<file path="src/rtl/pip_stage_hs.sv">
// -----------------------------------------------------------------------------
// pip_stage_hs -- handshaked pipeline stage register
//
// Sits between two core stages (IF/ID, ID/EX, EX/MEM, MEM/WB) and carries an
// opaque payload plus a control bundle under a valid/ready handshake.
//
//   SKID = 1 : two-entry skid buffer, in_ready comes straight from a flop so
//              no combinational path runs from out_ready back to in_ready.
//   SKID = 0 : single register, in_ready = !out_valid || out_ready.
//
// A synchronous flush squashes every held entry and wins over a same-cycle
// accept. out_ctrl is forced to zero whenever out_valid is low so a bubble
// can never assert a downstream write enable. A saturating counter records
// cycles in which the stage holds a valid entry that downstream refuses.
//
// Ports
//   i_clk        rising-edge clock
//   i_rst_n      asynchronous active-low reset
//   i_flush      synchronous squash of all held entries
//   i_in_valid   upstream entry valid
//   o_in_ready   stage can accept this cycle
//   i_in_data    upstream payload            [DATA_W]
//   i_in_ctrl    upstream control bundle     [CTRL_W]
//   o_out_valid  downstream entry valid
//   i_out_ready  downstream accepts
//   o_out_data   held payload                [DATA_W]
//   o_out_ctrl   held control, 0 on a bubble [CTRL_W]
//   o_stall_cnt  saturating stall-cycle count [CNT_W]
// -----------------------------------------------------------------------------
module pip_stage_hs #(
    parameter int DATA_W = 96,
    parameter int CTRL_W = 24,
    parameter int SKID   = 1,
    parameter int CNT_W  = 16
) (
    input  logic              i_clk,
    input  logic              i_rst_n,
    input  logic              i_flush,
    input  logic              i_in_valid,
    output logic              o_in_ready,
    input  logic [DATA_W-1:0] i_in_data,
    input  logic [CTRL_W-1:0] i_in_ctrl,
    output logic              o_out_valid,
    input  logic              i_out_ready,
    output logic [DATA_W-1:0] o_out_data,
    output logic [CTRL_W-1:0] o_out_ctrl,
    output logic [CNT_W-1:0]  o_stall_cnt
);

    // State encoding is {main_v, skid_v}; 2'b01 is unreachable.
    typedef enum logic [1:0] {
        ST_EMPTY = 2'b00,
        ST_ONE   = 2'b10,
        ST_FULL  = 2'b11
    } state_t;

    state_t              r_state;
    state_t              w_state_nxt;

    logic [DATA_W-1:0]   r_main_data;
    logic [CTRL_W-1:0]   r_main_ctrl;
    logic [DATA_W-1:0]   r_skid_data;
    logic [CTRL_W-1:0]   r_skid_ctrl;
    logic [CNT_W-1:0]    r_stall_cnt;

    logic                w_main_v;
    logic                w_skid_v;
    logic                w_accept;
    logic                w_consume;
    logic                w_load_main_in;
    logic                w_load_main_skid;
    logic                w_load_skid_in;
    logic                w_stall;
    logic                w_cnt_sat;

    assign w_main_v  = r_state[1];
    assign w_skid_v  = r_state[0];
    assign w_accept  = i_in_valid & o_in_ready;
    assign w_consume = w_main_v & i_out_ready;

    generate
        if (SKID != 0) begin : g_skid
            logic r_in_ready;

            // Ready flop tracks the next skid occupancy so it is free of out_ready.
            always_ff @(posedge i_clk or negedge i_rst_n) begin
                if (!i_rst_n) begin
                    r_in_ready <= 1'b1;
                end else begin
                    r_in_ready <= ~w_state_nxt[0];
                end
            end

            assign o_in_ready = r_in_ready;
        end else begin : g_noskid
            // A same-cycle consume frees the single slot for the incoming entry.
            assign o_in_ready = ~w_main_v | i_out_ready;
        end
    endgenerate

    // Occupancy state register.
    always_ff @(posedge i_clk or negedge i_rst_n) begin
        if (!i_rst_n) begin
            r_state <= ST_EMPTY;
        end else begin
            r_state <= w_state_nxt;
        end
    end

    // Next-state and load selection; flush overrides any accept or consume.
    always_comb begin
        w_state_nxt      = r_state;
        w_load_main_in   = 1'b0;
        w_load_main_skid = 1'b0;
        w_load_skid_in   = 1'b0;
        if (i_flush) begin
            w_state_nxt = ST_EMPTY;
        end else begin
            case (r_state)
                ST_EMPTY: begin
                    if (w_accept) begin
                        w_state_nxt    = ST_ONE;
                        w_load_main_in = 1'b1;
                    end else begin
                        w_state_nxt = ST_EMPTY;
                    end
                end
                ST_ONE: begin
                    if (w_accept && w_consume) begin
                        w_state_nxt    = ST_ONE;
                        w_load_main_in = 1'b1;
                    end else if (w_accept) begin
                        w_state_nxt    = ST_FULL;
                        w_load_skid_in = 1'b1;
                    end else if (w_consume) begin
                        w_state_nxt = ST_EMPTY;
                    end else begin
                        w_state_nxt = ST_ONE;
                    end
                end
                ST_FULL: begin
                    // in_ready is low here, so only a consume can move us.
                    if (w_consume) begin
                        w_state_nxt      = ST_ONE;
                        w_load_main_skid = 1'b1;
                    end else begin
                        w_state_nxt = ST_FULL;
                    end
                end
                default: begin
                    w_state_nxt = ST_EMPTY;
                end
            endcase
        end
    end

    // Main (output-facing) payload and control register.
    always_ff @(posedge i_clk or negedge i_rst_n) begin
        if (!i_rst_n) begin
            r_main_data <= {DATA_W{1'b0}};
            r_main_ctrl <= {CTRL_W{1'b0}};
        end else if (w_load_main_skid) begin
            r_main_data <= r_skid_data;
            r_main_ctrl <= r_skid_ctrl;
        end else if (w_load_main_in) begin
            r_main_data <= i_in_data;
            r_main_ctrl <= i_in_ctrl;
        end
    end

    // Skid register catches the entry accepted while the output is stalled.
    always_ff @(posedge i_clk or negedge i_rst_n) begin
        if (!i_rst_n) begin
            r_skid_data <= {DATA_W{1'b0}};
            r_skid_ctrl <= {CTRL_W{1'b0}};
        end else if (w_load_skid_in) begin
            r_skid_data <= i_in_data;
            r_skid_ctrl <= i_in_ctrl;
        end
    end

    assign w_stall   = w_main_v & ~i_out_ready;
    assign w_cnt_sat = (r_stall_cnt == {CNT_W{1'b1}});

    // Saturating stall counter; only reset clears it, flush does not.
    always_ff @(posedge i_clk or negedge i_rst_n) begin
        if (!i_rst_n) begin
            r_stall_cnt <= {CNT_W{1'b0}};
        end else if (w_stall && !w_cnt_sat) begin
            r_stall_cnt <= r_stall_cnt + {{(CNT_W-1){1'b0}}, 1'b1};
        end
    end

    assign o_out_valid = w_main_v;
    assign o_out_data  = r_main_data;
    // Bubble gating: a squashed or empty slot presents all-zero control.
    assign o_out_ctrl  = r_main_ctrl & {CTRL_W{w_main_v}};
    assign o_stall_cnt = r_stall_cnt;

    pip_stage_hs_chk #(
        .DATA_W (DATA_W),
        .CTRL_W (CTRL_W),
        .CNT_W  (CNT_W)
    ) u_chk (
        .i_clk       (i_clk),
        .i_rst_n     (i_rst_n),
        .i_flush     (i_flush),
        .i_main_v    (w_main_v),
        .i_skid_v    (w_skid_v),
        .i_in_ready  (o_in_ready),
        .i_out_ready (i_out_ready),
        .i_out_data  (o_out_data),
        .i_out_ctrl  (o_out_ctrl),
        .i_stall_cnt (o_stall_cnt)
    );

endmodule

// -----------------------------------------------------------------------------
// pip_stage_hs_chk -- property checker for pip_stage_hs
//
// Observes the stage's occupancy bits and outputs and flags violations of
// the handshake invariants. It drives nothing.
//
// Ports: clock/reset/flush, occupancy bits, ready signals and the outputs.
// -----------------------------------------------------------------------------
module pip_stage_hs_chk #(
    parameter int DATA_W = 96,
    parameter int CTRL_W = 24,
    parameter int CNT_W  = 16
) (
    input  logic              i_clk,
    input  logic              i_rst_n,
    input  logic              i_flush,
    input  logic              i_main_v,
    input  logic              i_skid_v,
    input  logic              i_in_ready,
    input  logic              i_out_ready,
    input  logic [DATA_W-1:0] i_out_data,
    input  logic [CTRL_W-1:0] i_out_ctrl,
    input  logic [CNT_W-1:0]  i_stall_cnt
);

    // The skid slot is only ever occupied behind an occupied main slot.
    a_skid_behind_main: assert property (@(posedge i_clk) disable iff (!i_rst_n)
        i_skid_v |-> i_main_v);

    // A full stage never advertises space.
    a_full_not_ready: assert property (@(posedge i_clk) disable iff (!i_rst_n)
        i_skid_v |-> !i_in_ready);

    // A bubble never carries control bits.
    a_bubble_ctrl_zero: assert property (@(posedge i_clk) disable iff (!i_rst_n)
        !i_main_v |-> (i_out_ctrl == {CTRL_W{1'b0}}));

    // A stalled entry stays put until consumed or flushed.
    a_hold_stable: assert property (@(posedge i_clk) disable iff (!i_rst_n)
        (i_main_v && !i_out_ready && !i_flush) |=>
            (i_main_v && $stable(i_out_data) && $stable(i_out_ctrl)));

    // Once saturated, the stall counter stays saturated.
    a_cnt_saturates: assert property (@(posedge i_clk) disable iff (!i_rst_n)
        (i_stall_cnt == {CNT_W{1'b1}}) |=> (i_stall_cnt == {CNT_W{1'b1}}));

endmodule
</file>
<file path="config.mk">
export PLATFORM = sky130hd
export DESIGN_NAME = pip_stage_hs
export DESIGN_NICKNAME = d
export VERILOG_FILES = /design/src/rtl/pip_stage_hs.sv
export SDC_FILE = /design/constraint.sdc
export NUM_CORES = 1
export LEC_CHECK = 0
export ABC_AREA = 1
export ABC_CLOCK_PERIOD_IN_PS = 2200
export BUFFER_PORTS_ARGS = -buffer_cell sky130_fd_sc_hd__buf_2
export CORE_UTILIZATION = 55
export DETAILED_ROUTE_END_ITERATION = 12
export GPL_TIMING_DRIVEN = 0
export PLACE_DENSITY_LB_ADDON = 0.3
export SLEW_MARGIN = 10
export SYNTH_ARGS = -nofsm -noshare
export SYNTH_HDL_FRONTEND = slang
export SYNTH_SLANG_ARGS = --single-unit
export TNS_END_PERCENT = 50
</file>
<file path="constraint.sdc">
create_clock -name i_clk -period 2.2 [get_ports i_clk]
set_input_delay 0.44 -clock i_clk [delete_from_list [all_inputs] [get_ports i_clk]]
set_output_delay 0.44 -clock i_clk [all_outputs]
set_load 0.005 [all_outputs]
</file>
==> impl_metrics.py <==
metrics = {
    "global_route": {
        "use_met3_pct": 4.16,
        "grt_max_degree": 110,
        "grt_pass1_wl_mm": 48.5,
        "vias_in_the_first_global_route": 9938,
        "globalRouteMet1Util_pct": 36.9,
        "gr-usage-met2_pct": 45.4,
        "antenna_violations_before_repair": 6,
        "grt.overflow.total": 0,
        "grt_util_all_layers_pct": 27.4,
        "grt.busiest_layer": "met2",
    },
    "floorplan": {
        "floorplan.rows": 53,
        "core_area_sq_um": 21100,
        "fp.dieW_microns": 149,
        "io-pin-count": 263,
        "starting_utilization_of_the_core_area_pct": 56.2,
        "die_height_microns": 149,
        "design.die.area_sq_um": 22100,
    },
    "synth": {
        "syn_inst": 1378,
        "synth_compound_area_share_pct": 17.8,
        "synth_top_area_cell": "sky130_fd_sc_hd__dfrtp_1",
        "syn_nets": 1504,
        "yosys_warnings": 0,
        "synth_xor_xnor_area_share_pct": 0.518,
        "post_synth_and_or_nand_nor_area_fraction_pct": 16.6,
        "yosysTopAreaCellShare_pct": 54.5,
        "post_synth_mux_area_share_pct": 0,
        "netlist_area_sq_um": 11800,
        "synthAdderAreaFrac_pct": 0.106,
        "yosys_register_bits": 259,
        "ys_types": 26,
        "share_of_synthesized_area_occupied_by_flip_flops_and_latches_pct": 54.7,
        "synth_top_family_by_area": "compound AO/OA/AOI/OAI gates",
        "synth_area_per_cell_sq_um": 8.59,
        "yosys-top-cells-area": "sky130_fd_sc_hd__dfrtp_1 (55%), sky130_fd_sc_hd__nand2_1 (8.2%), sky130_fd_sc_hd__nor2_1 (6.6%)",
    },
    "timing": {
        "rsz0062_at_grt": "false",
        "final.setup_skew_ps": 7.97,
        "slew-limit-headroom_pct": 62.6,
        "hold_viol_final": 0,
        "timing.final.setup_violations": 0,
        "max_freq_mhz": 479,
        "max_slew.worst_pin.slew_ps": 561,
        "layout_worst_path_cycle_share_pct": 95.0,
        "finalWorstPathRequiredPeriod_ps": 2090,
        "whs_ps": 122,
        "maxSlewViolCount": 0,
    },
    "final_layout": {
        "final-instance-count-excl-fill": 1974,
        "multiInputGateArea_sq_um": 4150,
        "area_growth_pct": 22.7,
        "finish.net_count": 1799,
        "drive_above_1_share_pct": 27.2,
        "num-fill-cells": 1715,
        "layout.area.seq_sq_um": 6480,
    },
    "placement": {
        "gp_congestion": 0.862,
        "place.detailed.hpwl_mm": 20.5,
        "placement.io_buffers": 262,
        "placed_cells_incl_taps": 1917,
    },
    "status": {
        "status": "finished clean",
    },
    "power_and_ir_drop": {
        "power.switching_fraction_pct": 27.6,
        "vdd_ir_drop_max_mv": 0.562,
        "share_comb_of_total_power_pct": 17.0,
        "power_per_cell_area_nw_per_um2": 912,
        "power.share.clock_pct": 36.0,
        "power.static_leakage_uw": 0.00771,
        "seq_power_share_pct": 47.0,
        "internal_dissipation_uw": 9590,
        "power.net_switching_uw": 3660,
    },
    "setup_path": {
        "critical_path.max_fanout": 10,
        "regToRegStartpoint": "o_stall_cnt[0]",
        "required_time_at_the_worst_slack_endpoint_ps": 1760,
        "path_cells": "buf_4 > clkbuf_2 > nand2_1 > inv_1 > buf_2",
        "cp_top_family": "buffers and inverters",
        "crit_path_top_delay_cell": "sky130_fd_sc_hd__dfrtp_1",
        "critical_path_class": "reg2out",
        "worst_setup_sp_type": "register",
        "critical_path_capture_point_type": "output pin",
        "setup.worst_path.start": "r_state[1]",
        "arrival_ps": 1650,
        "cp_num_buf_inv": 4,
        "cp_slowest_stage_delay_ps": 390,
    },
    "min_path": {
        "worstHoldPathType": "in2reg",
        "min_from": "i_flush",
    },
    "clocking": {
        "cts_inserted_buffers": 28,
        "cts.reportedPaths.clkPinSlew_ps": 60,
        "numClockSinks": 259,
        "tritoncts_clock_tree": "done",
        "ctsHtreeMaxLevel": 1,
        "cts.repair_timing.setup_buffer_count": 0,
        "clock_tree.buffer_depth": 3,
        "insertion_delay_ps": 530,
        "cts_root_buffer": "sky130_fd_sc_hd__clkbuf_16",
    },
    "detailed_routing": {
        "avgRoutedWirePerCell_microns": 15.4,
        "finalWirelength_mm": 30.3,
        "routed-via-count": 10300,
        "detailedRoute.firstIterationViolations": 631,
        "avgViaCountPerCell": 5.23,
        "firstDrtPassIters": 5,
        "detail-route-antenna-nets": 0,
        "detail_route.drc_violations": 0,
    },
    "run": {
        "cap_violations": 0,
    },
}
## cell usage after synthesis
cell and count:
sky130_fd_sc_hd__buf_2 23, sky130_fd_sc_hd__nand2_4 1, sky130_fd_sc_hd__xor2_1 3, sky130_fd_sc_hd__o21ai_2 27
sky130_fd_sc_hd__xnor2_1 4, sky130_fd_sc_hd__nand3_2 1, sky130_fd_sc_hd__dfstp_2 1, sky130_fd_sc_hd__a21oi_1 145
sky130_fd_sc_hd__nor2_1 207, sky130_fd_sc_hd__nand2_1 259, sky130_fd_sc_hd__ha_1 1, sky130_fd_sc_hd__buf_6 28
sky130_fd_sc_hd__o21ai_0 89, sky130_fd_sc_hd__inv_1 158, sky130_fd_sc_hd__inv_2 3, sky130_fd_sc_hd__o21ai_4 1
sky130_fd_sc_hd__nand2_2 2, sky130_fd_sc_hd__buf_4 14, sky130_fd_sc_hd__nand4_1 5, sky130_fd_sc_hd__nand3_1 22
sky130_fd_sc_hd__nand3_4 1, sky130_fd_sc_hd__nor2_4 2, sky130_fd_sc_hd__o21ai_1 60, sky130_fd_sc_hd__dfrtp_1 258
sky130_fd_sc_hd__clkbuf_1 19, sky130_fd_sc_hd__a21oi_2 44
## cells by family (layout without fill, tap and decap cells)
family / count (synthesis) / after routing
AOI/OAI and AO/OA: 366 / 366
xor gates and xnor gates: 7 / 7
adders and majority gates: 1 / 1
buffers and inverters: 245 / 561
DFF: 259 / 259
other: 0 / 5
and+or+nand+nor: 500 / 500
## flip-flops by register name (all words and copies together), names as in the netlist
name / cells
o_in_ready: 1
o_out_data: 96
o_stall_cnt: 16
r_main_ctrl: 24
r_skid_ctrl: 24
r_skid_data: 96
r_state: 2
## per-stage QoR
stage / util (%) / TNS, ps / area, sq um / worst slack [ps] / power, uW
6_report: 68.9 / 0 / 14500 / 110 / 13200
5_1_grt: 68.9 / 0 / 14500 / 64.2 / 13900
4_1_cts: 68.8 / 0 / 14500 / 56.0 / 13300
3_5_place_dp: 64.3 / 0 / 13600 / 324 / 8530
3_3_place_gp: 64.0 / -1013420 / 13500 / -3940 / 8390
2_1_floorplan: - / 0 / 11800 / 604 / 7510
## metal layers
metal  up-vias  share of wire, %
met5         -             0.056
met4         2               2.7
met3        57               6.8
met2       390                49
met1      4918                42
li1       4955                 -
## what timing repair did
item | CTS | global route
setup endpoints to repair | 10 | 7
hold endpoints to repair | 43 | 0
hold buffers | 1 | 0
cloned | 0 | 0
gates resized for setup | 1 | 2
## power by group through the flow
stage / combinational (uW) / sequential (uW) / clock, uW
floorplan: 1300 / 6210 / 0
global placement: 2150 / 6250 / 0
detailed placement: 2250 / 6280 / 0
CTS: 2280 / 6220 / 4820
global route: 2560 / 6330 / 4990
finish: 2250 / 6230 / 4760
## worst paths after layout
path | endpoint | slack (ps) | cells after the start
setup / recovery | o_out_ctrl[22] | 110 | 5
hold / removal | r_state[1] | 120 | 2
setup reg to reg | o_stall_cnt[13] | 280 | 9
hold reg to reg | r_skid_data[21] | 470 | 2
max in group asynchronous | o_out_data[94] | 480 | 4
min in group asynchronous | o_out_data[51] | 390 | 2
## layout by cell type, fill, tap and decap left out, types with 14 or more instances in the layout
| cell | n |
|---|---|
| sky130_fd_sc_hd__nor2_1 | 207 |
| sky130_fd_sc_hd__nand3_1 | 22 |
| sky130_fd_sc_hd__clkbuf_16 | 29 |
| sky130_fd_sc_hd__nand2_1 | 259 |
| sky130_fd_sc_hd__buf_4 | 14 |
| sky130_fd_sc_hd__o21ai_1 | 60 |
| sky130_fd_sc_hd__o21ai_0 | 89 |
| sky130_fd_sc_hd__a21oi_1 | 145 |
| sky130_fd_sc_hd__o21ai_2 | 27 |
| sky130_fd_sc_hd__buf_2 | 284 |
| sky130_fd_sc_hd__buf_6 | 28 |
| sky130_fd_sc_hd__clkbuf_1 | 22 |
| sky130_fd_sc_hd__a21oi_2 | 44 |
| sky130_fd_sc_hd__inv_1 | 158 |
| sky130_fd_sc_hd__dfrtp_1 | 258 |
## worst register-to-register path: stages (launching register included)
cell and delay [ps]:
sky130_fd_sc_hd__dfrtp_1 480, sky130_fd_sc_hd__ha_1 300, sky130_fd_sc_hd__nand3_1 160, sky130_fd_sc_hd__inv_1 90
sky130_fd_sc_hd__nand2_1 120, sky130_fd_sc_hd__o21ai_4 220, sky130_fd_sc_hd__nand2_2 110, sky130_fd_sc_hd__buf_2 210
sky130_fd_sc_hd__nand2_1 80, sky130_fd_sc_hd__nand2_1 40
## final cells by class
cell class	instances	share of cell area, %
Antenna cell	5	0.0861
Buffer	84	4.19
Clock buffer	41	5.79
Clock inverter	10	0.715
Inverter	161	4.16
Multi-Input combinational cell	874	28.5
Sequential cell	259	44.6
Tap cell	275	2.37
Timing Repair Buffer	265	9.54
Note: power is estimated with default switching activity, not from simulation.
